## config.mk

```make
export PLATFORM = sky130hd
export DESIGN_NAME = mem_access
export DESIGN_NICKNAME = d
export VERILOG_FILES = /design/src/rtl/mem_access.sv
export SDC_FILE = /design/constraint.sdc
export NUM_CORES = 1
export LEC_CHECK = 0
export ABC_AREA = 0
export CAP_MARGIN = 30
export CORE_UTILIZATION = 49
export DETAILED_ROUTE_END_ITERATION = 6
export GPL_ROUTABILITY_DRIVEN = 0
export PLACE_DENSITY = 0.95
export SLEW_MARGIN = 20
export SYNTH_ARGS = -nofsm -noshare
export SYNTH_HDL_FRONTEND = slang
export SYNTH_SLANG_ARGS = --single-unit
```

## constraint.sdc

```tcl
create_clock -name clk -period 8.6 [get_ports clk]
set_input_delay 1.29 -clock clk [delete_from_list [all_inputs] [get_ports clk]]
set_output_delay 1.29 -clock clk [all_outputs]
set_load 0.005 [all_outputs]
```

## src/rtl/mem_access.sv

```systemverilog
// mem_access: memory stage sitting after execute.
// Drives a single-outstanding req/ack data bus and handles byte-lane steering
// and load extension. It also runs a bus timeout and reports errors.
// Optional feature: define MEM_ACCESS_MISALIGN_TRAP_EN to trap misaligned
// halfword/word accesses (cause 10) instead of silently aligning them.
module mem_access #(
    parameter int WIDTH   = 32,
    parameter int TIMEOUT = 255
) (
    input  logic             clk,
    input  logic             rst,
    input  logic             ex_valid,
    input  logic [WIDTH-1:0] ex_addr,
    input  logic [WIDTH-1:0] ex_wdata,
    input  logic [2:0]       ex_funct3,
    input  logic             ex_read,
    input  logic             ex_write,
    output logic             ex_ready,
    output logic             stall,
    output logic             bus_req,
    output logic             bus_we,
    output logic [WIDTH-1:0] bus_addr,
    output logic [WIDTH-1:0] bus_wdata,
    output logic [3:0]       bus_wstrb,
    input  logic             bus_ack,
    input  logic [WIDTH-1:0] bus_rdata,
    output logic             wb_valid,
    output logic [WIDTH-1:0] wb_data,
    output logic             err,
    output logic [1:0]       err_cause
);

    localparam logic [7:0] TIMEOUT_C = 8'(TIMEOUT);

    typedef enum logic [1:0] {
        S_IDLE = 2'd0,
        S_BUS  = 2'd1,
        S_DONE = 2'd2
    } state_t;

    state_t           state_q, state_d;
    logic [WIDTH-1:0] addr_q, addr_d;
    logic [WIDTH-1:0] wdata_q, wdata_d;
    logic [WIDTH-1:0] wb_data_q, wb_data_d;
    logic [3:0]       wstrb_q, wstrb_d;
    logic             we_q, we_d;
    logic [2:0]       funct3_q, funct3_d;
    logic [7:0]       cnt_q, cnt_d;
    logic             err_q, err_d;
    logic [1:0]       cause_q, cause_d;

    logic [WIDTH-1:0] wdata_rep;
    logic [3:0]       wstrb_new;
    logic             f3_legal;
    logic             misalign;
    logic [WIDTH-1:0] rdata_shift;
    logic [15:0]      rhalf;
    logic [WIDTH-1:0] load_data;

    // Store data replicated across all lanes: byte x4, half x2 or full word.
    genvar gi;
    generate
        for (gi = 0; gi < 4; gi++) begin : g_lane
            assign wdata_rep[gi*8 +: 8] =
                (ex_funct3[1:0] == 2'b00) ? ex_wdata[7:0] :
                (ex_funct3[1:0] == 2'b01) ? ex_wdata[(gi%2)*8 +: 8] :
                                            ex_wdata[gi*8 +: 8];
        end
    endgenerate

    // Byte enables and funct3 legality/alignment checks for the incoming request.
    always_comb begin
        wstrb_new = 4'b1111;
        case (ex_funct3[1:0])
            2'b00:   wstrb_new = 4'b0001 << ex_addr[1:0];
            2'b01:   wstrb_new = 4'b0011 << {ex_addr[1], 1'b0};
            default: wstrb_new = 4'b1111;
        endcase
        if (ex_write)
            f3_legal = (ex_funct3 == 3'b000) || (ex_funct3 == 3'b001) ||
                       (ex_funct3 == 3'b010);
        else
            f3_legal = (ex_funct3 == 3'b000) || (ex_funct3 == 3'b001) ||
                       (ex_funct3 == 3'b010) || (ex_funct3 == 3'b100) ||
                       (ex_funct3 == 3'b101);
        misalign = ((ex_funct3[1:0] == 2'b01) && ex_addr[0]) ||
                   ((ex_funct3[1:0] == 2'b10) && (ex_addr[1:0] != 2'b00));
    end

    // Load extraction: pick the addressed lane and sign/zero extend.
    always_comb begin
        rdata_shift = bus_rdata >> {addr_q[1:0], 3'b000};
        rhalf       = addr_q[1] ? bus_rdata[31:16] : bus_rdata[15:0];
        case (funct3_q)
            3'b000:  load_data = {{24{rdata_shift[7]}}, rdata_shift[7:0]};
            3'b001:  load_data = {{16{rhalf[15]}}, rhalf};
            3'b100:  load_data = {24'b0, rdata_shift[7:0]};
            3'b101:  load_data = {16'b0, rhalf};
            default: load_data = bus_rdata;
        endcase
    end

    // Next-state logic for the IDLE -> BUS -> DONE handshake.
    always_comb begin
        state_d   = state_q;
        addr_d    = addr_q;
        wdata_d   = wdata_q;
        wstrb_d   = wstrb_q;
        we_d      = we_q;
        funct3_d  = funct3_q;
        cnt_d     = cnt_q;
        err_d     = err_q;
        cause_d   = cause_q;
        wb_data_d = wb_data_q;
        case (state_q)
            S_IDLE: begin
                if (ex_valid) begin
                    addr_d    = ex_addr;
                    funct3_d  = ex_funct3;
                    we_d      = ex_write;
                    wdata_d   = ex_write ? wdata_rep : '0;
                    wstrb_d   = ex_write ? wstrb_new : 4'b0000;
                    cnt_d     = 8'd0;
                    err_d     = 1'b0;
                    cause_d   = 2'b00;
                    wb_data_d = '0;
                    if (!ex_read && !ex_write) begin
                        state_d   = S_DONE;
                        wb_data_d = ex_addr;
                    end else if ((ex_read && ex_write) || !f3_legal) begin
                        state_d = S_DONE;
                        err_d   = 1'b1;
                        cause_d = 2'b11;
`ifdef MEM_ACCESS_MISALIGN_TRAP_EN
                    end else if (misalign) begin
                        state_d = S_DONE;
                        err_d   = 1'b1;
                        cause_d = 2'b10;
`endif
                    end else begin
                        state_d = S_BUS;
                    end
                end
            end
            S_BUS: begin
                cnt_d = cnt_q + 8'd1;
                if (bus_ack) begin
                    state_d   = S_DONE;
                    wb_data_d = we_q ? '0 : load_data;
                end else if (cnt_q + 8'd1 == TIMEOUT_C) begin
                    state_d   = S_DONE;
                    err_d     = 1'b1;
                    cause_d   = 2'b01;
                    wb_data_d = '0;
                end
            end
            S_DONE:  state_d = S_IDLE;
            default: state_d = S_IDLE;
        endcase
    end

    // State and captured-request registers; reset discards any transaction.
    always_ff @(posedge clk or posedge rst) begin
        if (rst) begin
            state_q   <= S_IDLE;
            addr_q    <= '0;
            wdata_q   <= '0;
            wstrb_q   <= 4'b0000;
            we_q      <= 1'b0;
            funct3_q  <= 3'b000;
            cnt_q     <= 8'd0;
            err_q     <= 1'b0;
            cause_q   <= 2'b00;
            wb_data_q <= '0;
        end else begin
            state_q   <= state_d;
            addr_q    <= addr_d;
            wdata_q   <= wdata_d;
            wstrb_q   <= wstrb_d;
            we_q      <= we_d;
            funct3_q  <= funct3_d;
            cnt_q     <= cnt_d;
            err_q     <= err_d;
            cause_q   <= cause_d;
            wb_data_q <= wb_data_d;
        end
    end

    assign (strong0, strong1) ex_ready = (state_q == S_IDLE);
    assign stall     = ex_valid & ~ex_ready;
    assign bus_req   = (state_q == S_BUS);
    assign bus_we    = (state_q == S_BUS) & we_q;
    assign bus_addr  = {addr_q[WIDTH-1:2], 2'b00};
    assign bus_wdata = wdata_q;
    assign bus_wstrb = wstrb_q;
    assign wb_valid  = (state_q == S_DONE);
    assign wb_data   = wb_data_q;
    assign err       = (state_q == S_DONE) & err_q;
    assign err_cause = cause_q;

endmodule

```

==> results.cfg <==
[run_status]
status = completed

[layout]
mostFrequentLayoutCell = clkdlybuf4s50_1
final_cell_mix = 210 x clkdlybuf4s50_1, 168 x nand2_1, 116 x dfrtp_1
fin_area_sq_um = 8750
fin_nets = 939
fillers = 841
drive_gt1_share_pct = 7.70
multiInputGateArea_sq_um = 2720
area_growth_pct = 43.1
utilization_pct = 72.5
seqCellArea_sq_um = 2900
num_antenna_cells = 0

[flow_run]
cap_viol_max_count = 0

[floorplanning]
start_util_pct = 50.7
rows = 40
die_h_um = 114
dieArea_sq_um = 12900
ioPinCount = 213
core_sq_um = 12100
dieWidth_um = 114

[global_routing]
grt_overflow = 0
grt_pass1_vias = 5585
grt_start_max_net_pins = 71
antenna_found_initial = 0
grt_use_total_pct = 29.6
grt_pass1_wl_um = 29300

[setup_path]
cp-start-kind = input port
r2r_slack_ns = 5.77
critPathKind = in2out
r2r_start = cnt_q[0]
regToRegEndpoint = wb_data[6]
critical_path_required_ns = 7.31
arrival_ns = 2.48
crit_fanout = 3
r2r_cells = 7
cp-end-kind = output pin

[clock_network]
cts_buffers = 17
cts_resized = 0
path_clk_slew_ns = 0.06
root_buffer = clkbuf_16
clkSinkCount = 116
clockBufferDepth = 2
clk_latency_ns = 0.41
cts_hold_buf = 0
cts_tree = done
cts_setup_buffers = 0
htree_levels = 4

[sta]
hold_viol = 0
slew_violations = 0
finalSetupTns_ns = 0
min_period_ns = 3.77
max_freq_mhz = 265
worst_pin_slew_ns = 0.936
relSlewSlack_pct = 37.6
final.period_utilization_pct = 43.8
setup_viol = 0
finClkSkew_ns = 0.0107
grt_setup_unrepaired = no

[pwr]
ir_drop_v = 0.000150
power_density_nw_per_um2 = 312
total_power_mw = 2.73
p_leak_nw = 3.85

[yosys]
netlist.top_cell.by_area = dfrtp_1
synthCells = 674
ys_top_cells_by_area = dfrtp_1 47%, nand2_1 10%, buf_4 4.2%
netlist.area_leader.share_pct = 47.5
synth_edf_count = 0
async_reset_ff_share_pct = 100
netlist_area_sq_um = 6110
yosys_most_used_dff = dfrtp_1
netlist-cell-type-count = 50
yosysWarnings = 0
ys_ff_latch = 116
syn-mean-instance-area_sq_um = 9.07
seq_area_frac_synth_pct = 47.5

[drt]
wire_per_inst_um = 18.5
dr_total_vias = 5761
drtIter0Drc = 408
route.detailed.drc = 0
routed_wl_um = 18800
firstDrtPassIters = 5
ant_nets = 0
viasPerCell = 5.69

[min_path]
holdCritPathClass = reg2reg
holdCritStartpoint = bus_wdata[5]
holdPathStages = 2
min_to = bus_wdata[5]

[placed_design]
placed_cell_area_sq_um = 8030
hpwl_um = 12900
portBuffers = 210
==> synthesized netlist by cell type, types with 2 or more instances <==
cell type and number:
nor2b_1 4, xor2_1 2, nand2_1 169, clkbuf_1 32, buf_1 6, a21oi_4 2
nand3_1 13, nor3_1 10, ha_1 2, dfrtp_1 116, nor2_1 38, o31a_1 2
o221ai_1 4, mux2_2 11, buf_6 4, a221oi_1 17, o31ai_1 2, a2bb2oi_2 3
and2_1 6, o21ai_0 50, a211oi_1 11, nand2b_1 14, inv_1 11, mux2i_1 25
buf_2 4, a21oi_1 23, a31oi_1 5, buf_4 34, a2bb2oi_1 25, nand4_1 2
a22o_1 8
==> final cells by class <==
cell class | instances | area share (%)
Clock buffer | 22 | 5.42
Clock inverter | 9 | 2.00
Inverter | 12 | 0.543
Multi-Input combinational cell | 466 | 31.0
Sequential cell | 116 | 33.2
Tap cell | 168 | 2.40
Timing Repair Buffer | 219 | 25.4
==> per-layer routing <==
metal / up-vias / share of wire [%] / global-route usage, %
met1: 2766 / 38 / 35.3
met2: 341 / 48 / 47.7
met4: 0 / 3.5 / 15.3
li1: 2609 / - / -
met5: - / 0 / 0
met3: 45 / 11 / 9.67
==> cell families after synthesis <==
kind of cell / count (synthesis) / share of synthesized area [%]
compound gates: 159 / 18.3
simple gates: 262 / 18.2
other cells: 1 / 0.0614
buf+inv: 93 / 8.39
xor+xnor: 3 / 0.430
mux: 38 / 6.73
flops: 116 / 47.5
fa+ha+maj: 2 / 0.409
==> per-stage QoR <==
stage          instances  worst slack, ns  hold slack [ns]
6_report            1012             4.83            0.468
5_1_grt             1012             4.77            0.485
4_1_cts             1009             4.82            0.468
3_5_place_dp         978             4.50            0.456
3_3_place_gp         977             4.56            0.449
2_1_floorplan        675             4.24            0.447
==> worst max-delay path: stages <==
cell	delay, ns
clkdlybuf4s50_1	0.51
nor2b_1	0.17
clkdlybuf4s50_1	0.51
==> state kept, by name (all words and copies together), names as in the netlist <==
| signal | cells |
|---|---|
| err_cause | 2 |
| bus_wdata | 32 |
| state_q | 2 |
| addr_q | 32 |
| bus_wstrb | 4 |
| wb_data | 32 |
| cnt_q | 8 |
| we_q | 1 |
| funct3_q | 3 |
==> where the power goes <==
group          total, mW  leakage [nW]  switching, mW  internal [mW]
Clock              0.780         0.312          0.246          0.535
Sequential         0.922          1.46          0.169          0.753
Combinational       1.02          2.08          0.427          0.596
Total               2.73          3.85          0.842           1.88
==> worst max path at each step <==
| stage | from | end | slack [ns] |
|---|---|---|---|
| 2_1_floorplan | rst | addr_q[0] | 4.24 |
| 3_3_place_gp | ex_valid | wb_data[6] | 4.56 |
| 3_5_place_dp | ex_valid | wb_data[5] | 4.50 |
| 4_1_cts | ex_valid | stall | 4.82 |
| 5_1_grt | ex_valid | stall | 4.77 |
| 6_report | ex_valid | stall | 4.83 |
(Power assumes the default switching activity.)
